File: config.mk
export PLATFORM = sky130hd
export DESIGN_NAME = ct_vfdsu_scalar_ctrl
export DESIGN_NICKNAME = d
export VERILOG_FILES = /design/src/rtl/ct_vfdsu_pkg.sv /design/src/rtl/ct_vfdsu_srt_cnt.sv /design/src/rtl/ct_vfdsu_scalar_ctrl.sv
export SDC_FILE = /design/constraint.sdc
export NUM_CORES = 1
export LEC_CHECK = 0
export CORE_ASPECT_RATIO = 0.75
export CORE_MARGIN = 1
export CORE_UTILIZATION = 36
export CTS_CLUSTER_DIAMETER = 40
export DETAILED_ROUTE_END_ITERATION = 16
export PLACE_DENSITY_LB_ADDON = 0.1
export RECOVER_POWER = 100
export SYNTH_ARGS = -nofsm -noshare
export SYNTH_HDL_FRONTEND = slang
export SYNTH_SLANG_ARGS = --single-unit
File: constraint.sdc
create_clock -name forever_cpuclk -period 1.8 [get_ports forever_cpuclk]
set_input_delay 0.27 -clock forever_cpuclk [delete_from_list [all_inputs] [get_ports forever_cpuclk]]
set_output_delay 0.27 -clock forever_cpuclk [all_outputs]
set_load 0.1 [all_outputs]
File: src/rtl/ct_vfdsu_pkg.sv
// Shared definitions for the scalar VFDSU divide/sqrt sequencing logic.
// Holds state encoding, func field indices and default iteration counts.
package ct_vfdsu_pkg;

    typedef enum logic [2:0] {
        ST_IDLE = 3'd0,
        ST_EX1  = 3'd1,
        ST_ITER = 3'd2,
        ST_RND  = 3'd3,
        ST_WB   = 3'd4
    } state_e;

    localparam int FUNC_DIV    = 0;
    localparam int FUNC_SQRT   = 1;
    localparam int FUNC_SINGLE = 15;
    localparam int FUNC_DOUBLE = 16;

    localparam int DBL_ITER_DEF = 28;
    localparam int SGL_ITER_DEF = 13;

endpackage

File: src/rtl/ct_vfdsu_srt_cnt.sv
// 5-bit SRT iteration counter: sync clear, load, decrement, zero flag.
module ct_vfdsu_srt_cnt (
    input  logic       clk_i,
    input  logic       rst_i,
    input  logic       clr_i,
    input  logic       load_i,
    input  logic [4:0] load_val_i,
    input  logic       dec_i,
    output logic [4:0] cnt_o,
    output logic       zero_o
);

    logic [4:0] cnt_q;
    logic [4:0] cnt_d;

    always_comb begin
        cnt_d = cnt_q;
        if (clr_i)
            cnt_d = 5'd0;
        else if (load_i)
            cnt_d = load_val_i;
        else if (dec_i)
            cnt_d = cnt_q - 5'd1;
    end

    always_ff @(posedge clk_i) begin
        if (rst_i)
            cnt_q <= 5'd0;
        else
            cnt_q <= cnt_d;
    end

    assign cnt_o  = cnt_q;
    assign zero_o = (cnt_q == 5'd0);

endmodule

File: src/rtl/ct_vfdsu_scalar_ctrl.sv
// Sequencing controller for the scalar VFDSU divide/sqrt datapath.
// Walks one op through EX1 / SRT iterate / round / write-back hold.
module ct_vfdsu_scalar_ctrl
    import ct_vfdsu_pkg::*;
#(
    parameter int DBL_ITER = DBL_ITER_DEF,
    parameter int SGL_ITER = SGL_ITER_DEF
) (
    input  logic        forever_cpuclk,
    input  logic        cpurst,
    input  logic        idu_vfpu_rf_pipex_sel,
    input  logic [19:0] idu_vfpu_rf_pipex_func,
    input  logic        ex1_special_vld,
    input  logic        rtu_yy_xx_flush,
    input  logic        rbus_vfdsu_wb_grant,
    output logic        ctrl_idu_busy,
    output logic        ex1_pipedown,
    output logic        ex2_pipedown,
    output logic        ex3_pipedown,
    output logic        ex1_data_clk_en,
    output logic        ex2_data_clk_en,
    output logic        ex3_data_clk_en,
    output logic        srt_first_round,
    output logic        srt_iter_vld,
    output logic [4:0]  iter_cnt,
    output logic        ex4_result_vld
);

    localparam logic [4:0] DBL_LD = 5'(DBL_ITER - 1);
    localparam logic [4:0] SGL_LD = 5'(SGL_ITER - 1);

    state_e     state_q;
    state_e     state_d;
    logic       busy_q;
    logic       dbl_q;
    logic       first_q;
    logic       issue_ok;
    logic       flush;
    logic       cnt_zero;
    logic       cnt_load;
    logic       cnt_dec;
    logic [4:0] cnt_ld_val;
    logic [4:0] cnt_val;
    logic       unused_func;

    assign flush    = rtu_yy_xx_flush;
    assign issue_ok = idu_vfpu_rf_pipex_sel & ~flush
                    & (idu_vfpu_rf_pipex_func[FUNC_DIV]
                     | idu_vfpu_rf_pipex_func[FUNC_SQRT]);

    // Single-precision bit only matters when double is clear.
    assign unused_func = ^{idu_vfpu_rf_pipex_func[19:17],
                           idu_vfpu_rf_pipex_func[14:2]};

    always_ff @(posedge forever_cpuclk) begin
        if (cpurst) begin
            state_q <= ST_IDLE;
            busy_q  <= 1'b0;
            dbl_q   <= 1'b0;
            first_q <= 1'b0;
        end else begin
            state_q <= state_d;
            busy_q  <= (state_d != ST_IDLE);
            first_q <= (state_q == ST_EX1) & ~flush;
            if (state_q == ST_IDLE && issue_ok)
                dbl_q <= idu_vfpu_rf_pipex_func[FUNC_DOUBLE];
        end
    end

    always_comb begin
        state_d = state_q;
        unique case (state_q)
            ST_IDLE: if (issue_ok) state_d = ST_EX1;
            ST_EX1:  state_d = ST_ITER;
            ST_ITER: if (cnt_zero) state_d = ST_RND;
            ST_RND:  state_d = ST_WB;
            ST_WB:   if (rbus_vfdsu_wb_grant) state_d = ST_IDLE;
            default: state_d = ST_IDLE;
        endcase
        if (flush)
            state_d = ST_IDLE;
    end

    always_comb begin
        ex1_pipedown    = 1'b0;
        ex2_pipedown    = 1'b0;
        ex3_pipedown    = 1'b0;
        srt_iter_vld    = 1'b0;
        srt_first_round = 1'b0;
        ex4_result_vld  = 1'b0;
        if (!flush) begin
            unique case (state_q)
                ST_IDLE: ;
                ST_EX1:  ex1_pipedown = 1'b1;
                ST_ITER: begin
                    srt_iter_vld    = 1'b1;
                    srt_first_round = first_q;
                    ex2_pipedown    = cnt_zero;
                end
                ST_RND:  ex3_pipedown   = 1'b1;
                ST_WB:   ex4_result_vld = 1'b1;
                default: ;
            endcase
        end
    end

    assign ex1_data_clk_en = ex1_pipedown;
    assign ex2_data_clk_en = ex2_pipedown;
    assign ex3_data_clk_en = ex3_pipedown;
    assign ctrl_idu_busy   = busy_q;

    assign cnt_ld_val = ex1_special_vld ? 5'd0
                      : (dbl_q ? DBL_LD : SGL_LD);
    assign cnt_load   = (state_q == ST_EX1);
    assign cnt_dec    = (state_q == ST_ITER) & ~cnt_zero;

    ct_vfdsu_srt_cnt u_srt_cnt (
        .clk_i      (forever_cpuclk),
        .rst_i      (cpurst),
        .clr_i      (flush),
        .load_i     (cnt_load),
        .load_val_i (cnt_ld_val),
        .dec_i      (cnt_dec),
        .cnt_o      (cnt_val),
        .zero_o     (cnt_zero)
    );

    assign iter_cnt = cnt_val;

endmodule

* Word level (Yosys, flattened, before mapping) *
Cells that the tools add are included.

word-level totals
  bits of input ports = 26
  register bits = 11
  output and inout bits = 15
  word-level logic and storage cells = 44

operators by class
  add/sub/neg operators = 1
  eq/ne operators = 4
  reduce and logical (&&, ||, !) cells = 6
  bitwise operators = 7
  mux-type cells = 21

operators by type and width
  kind                 count
  $mux 5               4
  $pmux 3 s5           1
  $mux 1               12
  $mux 3               4
  $eq 3x2->1 const B   2
  $logic_not 5->1      1
  $sub 5x1->5 const B  1
  $and 1x1->1          4
  $eq 3x1->1 const B   1
  $eq 3x3->1 const B   1
  $logic_not 3->1      1
  $reduce_bool 3->1    1
  $not 1->1            2
  $reduce_bool 2->1    1
  $reduce_or 2->1      1
  $logic_and 1x1->1    1
  $or 1x1->1           1

* Logic depth before layout (Yosys ltp) *
Gate-level depths: netlist of run 1.

  word-level depth = 7
  mapped depth = 6
  depth with buffers taken out = 6

* Hierarchy *
A second synthesis of run 1 with hierarchy kept.

second synthesis, totals
  cells, all modules = 74
  area, all modules = 611.8 um^2

modules (own cells, without submodules)
  module                area each (um^2)  seq. area each (um^2)  cells an instance  instances
  ct_vfdsu_scalar_ctrl  355.3             120.1                  44                 1
  ct_vfdsu_srt_cnt      256.5             100.1                  30                 1

* Worst setup path after synthesis of run 1 *
No wires, ideal clock.

  kind = reg-to-output
  start = reg u_srt_cnt.cnt_q[0], in the netlist u_srt_cnt.cnt_o[0]
  end = out ex2_pipedown
  stages on the path, launching flop included = 6
  setup slack = -2.610 ns
  arrival time = 4.140 ns
  data required time = 1.530 ns
  path buffers = 1
  path through = dfxtp_1 inv_1 ha_1 or4b_4 nor3_1 buf_4

between the ends
  longest elaborated chain between the ends = 3

RTL lines
  element                 line                        text
  start, declared         ct_vfdsu_srt_cnt.sv:13      logic [4:0] cnt_q;
  start signal, assigned  ct_vfdsu_srt_cnt.sv:30      cnt_q <= cnt_d;
  $logic_not 5->1         ct_vfdsu_srt_cnt.sv:34      assign zero_o = (cnt_q == 5'd0);
  $mux 1                  ct_vfdsu_scalar_ctrl.sv:92  unique case (state_q)
  $mux 1                  ct_vfdsu_scalar_ctrl.sv:91  if (!flush) begin
  end, declared           ct_vfdsu_scalar_ctrl.sv:18  output logic ex2_pipedown,

Every way passes these cells.

* Final worst setup path of run 1 *
Same ends and word-level chain as after synthesis.

==> impl_metrics.csv, run 1 <==
group,metric,value,unit
synthesis,synthesis.area,689,um^2
synthesis,synth_seq_cells,11,
synthesis,yosys_most_used_dff,"dfxtp_1",
power_and_ir_drop,ir_drop,0.000496,V
synthesis,synth-async-reset-ratio,0,%
floorplan,dieArea,0.00210,mm^2
synthesis,syn_nets,110,
critical_path,worst-path-max-fanout,2,
synthesis,ys_warn_count,0,
placed_design,port_buffers,23,
power_and_ir_drop,power.internal,374,uW
critical_path,required,1.53,ns
power_and_ir_drop,total_power,522,uW
power_and_ir_drop,clkPwrFrac,33.2,%
critical_path,crit_path_end_kind,"output port",
cells_and_area,area_growth,59.9,%
timing,clock_skew,0.00484,ns
drt,wl,1810,um
cells_and_area,final_layout_size_suffix_gt1_share,45.2,%
synthesis,synth_edf_count,0,
drt,vias,710,
timing,setup_viol_count_final,4,
clock_tree,htree_levels,1,
power_and_ir_drop,combPwrFrac,19.4,%
timing,fmax,502,MHz
critical_path,critical_path_arrival,1.72,ns
timing,hold_ws,0.485,ns
cells_and_area,multi_input_area,440,um^2
power_and_ir_drop,p_leak,0.000430,uW
floorplan,row_count,13,
floorplan,core_area,0.00177,mm^2
critical_path,criticalPathCategory,"flop to output port",
timing,finalHoldViolations,0,
global_routing,grt_pass1_vias,659,
synthesis,synthCells,82,
timing,fin_crit_sh,111,%
placed_design,gp_congestion,0.846,
cells_and_area,fin_area,0.00110,mm^2
floorplan,io_pins,41,
cells_and_area,fin_util,62.2,%
timing,maxSlewHeadroom,63.9,%
global_routing,grt.overflow.total,0,
power_and_ir_drop,power_density,474,mW/mm^2
global_routing,grt_max_degree,12,
power_and_ir_drop,sequentialPowerShare,47.4,%
timing,slew_violations,0,
floorplan,die_w,52.5,um
timing,rsz0062_at_grt,"true",
drt,drt_drc_violations_left,0,
timing,period_minus_slack,1.99,ns
floorplan,fp.dieH,39.9,um
clock_tree,clk_latency,0.27,ns
timing,tightest_slew,0.543,ns
placed_design,post_dp_cell_area,0.00115,mm^2
drt,firstDrtPassIters,4,
floorplan,start_util,38.9,%
synthesis,ys_types,33,
drt,initialDrtViolationCount,14,
clock_tree,clock-sinks,11,
drt,routedWlPerCell,13.2,um
critical_path,startpoint_type,"flop",
placed_design,dpl_worst_slack,0.0176,ns
drt,ant_nets,0,
global_routing,antenna_found_initial,0,
synthesis,seq_area_frac_synth,31.9,%
outcome,failed_checks,"setup timing",
clock_tree,cts_tree,"built",
global_routing,grtUsageTotal,20.1,%
worst_hold_path,min_path_type,"flop to flop",
drt,avgViaCountPerCell,5.18,
timing,fin_ws,-0.192,ns
cells_and_area,diodes,0,
clock_tree,ctsHoldBuffers,0,
placed_design,hpwl,1340,um
cells_and_area,seqCellArea,234,um^2
global_routing,grt_first_pass_wirelength,2890,um
outcome,outcome,"finished, violations left",
flow_run,maxCapViolCount,0,
clock_tree,cts-root-buf,"clkbuf_4",
clock_tree,cts_buffer_depth,2,
clock_tree,numCtsBuffers,3,
cells_and_area,fin_nets,144,
power_and_ir_drop,p_sw,148,uW
power_and_ir_drop,switching_share,28.4,%
synthesis,synth.avg_cell_area,8.41,um^2
clock_tree,clk_pin_slew_worst_paths,0.07,ns
cells_and_area,fill_cells,159,
critical path: stages (launching register included):
cell     delay [ns]
dfxtp_4        0.35
inv_4          0.06
ha_4           0.12
or4b_4         0.47
nor3_4         0.23
buf_12         0.21
state kept, by name (all words and copies together), names as in the netlist:
signal,cells
u_srt_cnt.cnt_o,5
ctrl_idu_busy,1
state_q,3
first_q,1
dbl_q,1
worst paths after layout:
kind / from / endpoint / slack (ns) / cells past startpoint
setup / recovery: u_srt_cnt.cnt_o[0] / ex2_pipedown / -0.19 / 5
setup reg to reg: state_q[0] / u_srt_cnt.cnt_o[3] / -0.04 / 5
hold / removal: u_srt_cnt.cnt_o[4] / u_srt_cnt.cnt_o[4] / 0.49 / 1
hold reg to reg: u_srt_cnt.cnt_o[4] / u_srt_cnt.cnt_o[4] / 0.49 / 1
placed cells by master (no fill, tap or decap), types with 2 or more instances in the layout:
| cell | n |
|---|---|
| nor2_1 | 13 |
| buf_4 | 12 |
| clkdlybuf4s50_1 | 7 |
| buf_12 | 6 |
| clkbuf_2 | 6 |
| dfxtp_2 | 5 |
| nand2_1 | 4 |
| a21oi_1 | 4 |
| o21ai_0 | 4 |
| dfxtp_1 | 4 |
| nor2_4 | 3 |
| nor3_1 | 3 |
| a211oi_1 | 3 |
| a31oi_1 | 3 |
| clkbuf_4 | 3 |
| buf_6 | 3 |
| inv_4 | 2 |
| nor4b_1 | 2 |
| clkbuf_1 | 2 |
| dfxtp_4 | 2 |
per-layer routing:
| metal | track usage [%] | wire length, um | up-vias |
|---|---|---|---|
| li1 | - | - | 362 |
| met1 | 24.4 | 859 | 325 |
| met2 | 34.2 | 847 | 21 |
| met3 | 4.65 | 88 | 2 |
| met4 | 9.21 | 12 | 0 |
| met5 | 0 | 0 | - |
metrics by stage:
stage          TNS, ns  std cells
6_report        -0.451        137
5_1_grt         -0.828        137
4_1_cts         -0.410        136
3_5_place_dp         0        130
3_3_place_gp         0        130
2_1_floorplan    -1.51         82
cell type report:
cell class              count  share of cell area [%]
inverters                   3                    1.48
well taps                  22                    2.50
flip-flops and latches     11                    21.2
clock buffers               4                    2.38
multi-input cells          61                    40.0
repair buffers             36                    32.5
synth_stat cells (all sizes together), types with 2 or more instances:
master / number / share of area (%)
a211oi: 3 / 3.3
a21oi: 4 / 2.9
a31oi: 3 / 2.7
and2: 2 / 1.8
buf: 4 / 4.0
clkbuf: 3 / 6.0
dfxtp: 11 / 32
ha: 2 / 3.6
inv: 3 / 1.6
nand2: 4 / 2.2
nor2: 16 / 8.7
nor3: 4 / 2.9
nor3b: 2 / 2.9
nor4b: 3 / 4.7
o21ai: 4 / 2.9
or3b: 2 / 2.9
cells by family (layout without fill, tap and decap cells):
logic type      Yosys count  count (layout)  share of synthesized area, %
buf+inv                  10              43                          11.6
compound gates           16              16                          14.3
xor+xnor                  1               1                          1.27
mux                       1               1                          1.45
simple gates             41              41                          35.8
flops                    11              11                          31.9
fa+ha+maj                 2               2                          3.63
what timing repair did:
action                                  4_1_cts  5_1_grt
buffers inserted                              2        1
endpoints found under the setup margin        3        5
pin swaps                                     2        3
gates resized for setup                       2        0
endpoints found under the hold margin         0        0
power by group through the flow:
stage               clock network [uW]  logic, uW  registers [uW]
global route                       191        109             248
global placement                     0        106             253
finish                             173        101             247
detailed placement                   0        107             253
CTS                                178        108             247
floorplan                            0       47.8             268
Power figures use the tool's default switching activity.
==> run 2: changes to the inputs <==
- TNS_END_PERCENT: default -> 5
==> run 2 against run 1 <==
The flow still finishes with violations (setup timing). Die area did not move. First-iteration DRC count shrank 29%. Maximum frequency rose by 0.32%. Flip-flop and latch count is the same. Final cell count unchanged.
==> impl_metrics.csv, run 2 (synthesis results as in run 1) <==
group,metric,value,unit
placed_design,port_buffers,23,
critical_path,worst-path-max-fanout,2,
cells_and_area,fin_util,61.5,%
worst_hold_path,min_path_type,"flop to flop",
timing,slew_violations,0,
cells_and_area,fin_nets,144,
cells_and_area,layout_common_cells,"nor2_1, buf_4, clkdlybuf4s50_1",
cells_and_area,largest_reg_flops,5,
clock_tree,clk_pin_slew_worst_paths,0.08,ns
floorplan,fp.dieH,39.9,um
clock_tree,cts_buffer_depth,2,
timing,rsz0062_at_grt,"true",
clock_tree,clock-sinks,11,
critical_path,crit_path_end_kind,"output port",
placed_design,hpwl,1340,um
power_and_ir_drop,p_leak,0.000427,uW
drt,routedWlPerCell,12.9,um
global_routing,antenna_found_initial,0,
placed_design,placed_cells,132,
drt,firstDrtPassIters,4,
floorplan,io_pins,41,
critical_path,criticalPathCategory,"flop to output port",
cells_and_area,layoutNonFillerInstCount,137,
placed_design,gp_congestion,0.835,
drt,dr_wl_met2,790,um
cells_and_area,diodes,0,
timing,clock_skew,0.0112,ns
timing,fmax,504,MHz
power_and_ir_drop,power_density,479,mW/mm^2
global_routing,grtUsageTotal,18.9,%
floorplan,dieArea,0.00210,mm^2
floorplan,core_area,0.00177,mm^2
floorplan,row_count,13,
floorplan,start_util,38.9,%
drt,ant_nets,0,
timing,fin_ws,-0.186,ns
drt,wl,1770,um
global_routing,grt_max_degree,12,
outcome,failed_checks,"setup timing",
timing,finalHoldViolations,0,
floorplan,die_w,52.5,um
global_routing,grt_pass1_vias,587,
global_routing,grt_first_pass_wirelength,2710,um
critical_path,required,1.53,ns
power_and_ir_drop,ir_drop,0.000421,V
drt,initialDrtViolationCount,10,
clock_tree,cts_tree,"built",
drt,avgViaCountPerCell,5.25,
clock_tree,numCtsBuffers,3,
drt,drt_drc_violations_left,0,
drt,dr_wl_met3,148,um
timing,period_minus_slack,1.99,ns
timing,fin_crit_sh,110,%
clock_tree,clk_latency,0.27,ns
drt,met1_length,821,um
clock_tree,htree_levels,1,
clock_tree,cts-root-buf,"clkbuf_4",
clock_tree,ctsHoldBuffers,0,
timing,maxSlewHeadroom,63.7,%
cells_and_area,final_layout_size_suffix_gt1_share,44.3,%
drt,top_layer,"met4",
outcome,outcome,"finished, violations left",
critical_path,startpoint_type,"flop",
cells_and_area,fill_cells,161,
timing,setup_viol_count_final,4,
global_routing,grt.overflow.total,0,
critical_path,critical_path_arrival,1.72,ns
cells_and_area,layout_commonest_cell,"nor2_1",
drt,vias,719,
timing,final.setup.tns,-0.479,ns
cells_and_area,area_growth,58.1,%
timing,tightest_slew,0.547,ns
flow_run,maxCapViolCount,0,
## run 2: cell count changes in the layout (fill, tap and decap cells not counted), sizes merged
cell    before  now
clkbuf      11   12
buf         21   20
## run 2: power by group
| group | total [uW] | internal, uW | switching, uW |
|---|---|---|---|
| clock network | 174 | 85.8 | 87.8 |
| registers | 248 | 245 | 2.69 |
| logic | 101 | 42.5 | 58.6 |
## run 2: path summary, 6_finish.rpt
path	start	to	slack, ns	cells past startpoint
worst max register to register	state_q[2]	u_srt_cnt.cnt_o[3]	0.07	4
worst min register to register	u_srt_cnt.cnt_o[4]	u_srt_cnt.cnt_o[4]	0.49	1
worst min-delay path	u_srt_cnt.cnt_o[4]	u_srt_cnt.cnt_o[4]	0.49	1
worst max-delay path	u_srt_cnt.cnt_o[1]	ex2_pipedown	-0.19	5
## run 2: critical path, stage by stage, from the launching register on
cell and delay [ns]:
dfxtp_4 0.35, inv_4 0.06, ha_4 0.12, or4b_4 0.47, nor3_4 0.24, buf_12 0.21
## run 2: what timing repair did
action                     in CTS  in global routing
setup endpoints to repair       6                  7
gates resized for setup         1                  8
pin swaps                       1                  1
setup buffers                   1                  0
## run 2: cell type report
| class | instances | area (um^2) | area share (%) |
|---|---|---|---|
| multi-input cells | 61 | 440 | 40.4 |
| repair buffers | 36 | 345 | 31.7 |
| flip-flops and latches | 11 | 234 | 21.5 |
| well taps | 22 | 27.5 | 2.53 |
| clock buffers | 4 | 26.3 | 2.41 |
| inverters | 3 | 16.3 | 1.49 |
## run 2: layer usage
layer	GRT usage, %	vias up
li1	-	362
met1	23.9	325
met2	32.6	30
met3	6.20	2
met4	1.97	0
met5	0	-
## run 2: per-stage QoR
stage | setup WS [ns] | total power (uW) | hold slack [ns] | cell area [um^2]
after global routing | -0.271 | 546 | 0.507 | 1090
after global placement | 0.0370 | 358 | 0.466 | 1140
after floorplan | -0.766 | 313 | 0.342 | 748
final | -0.186 | 522 | 0.487 | 1090
after CTS | -0.196 | 533 | 0.485 | 1180
after detailed placement | 0.0302 | 359 | 0.471 | 1140
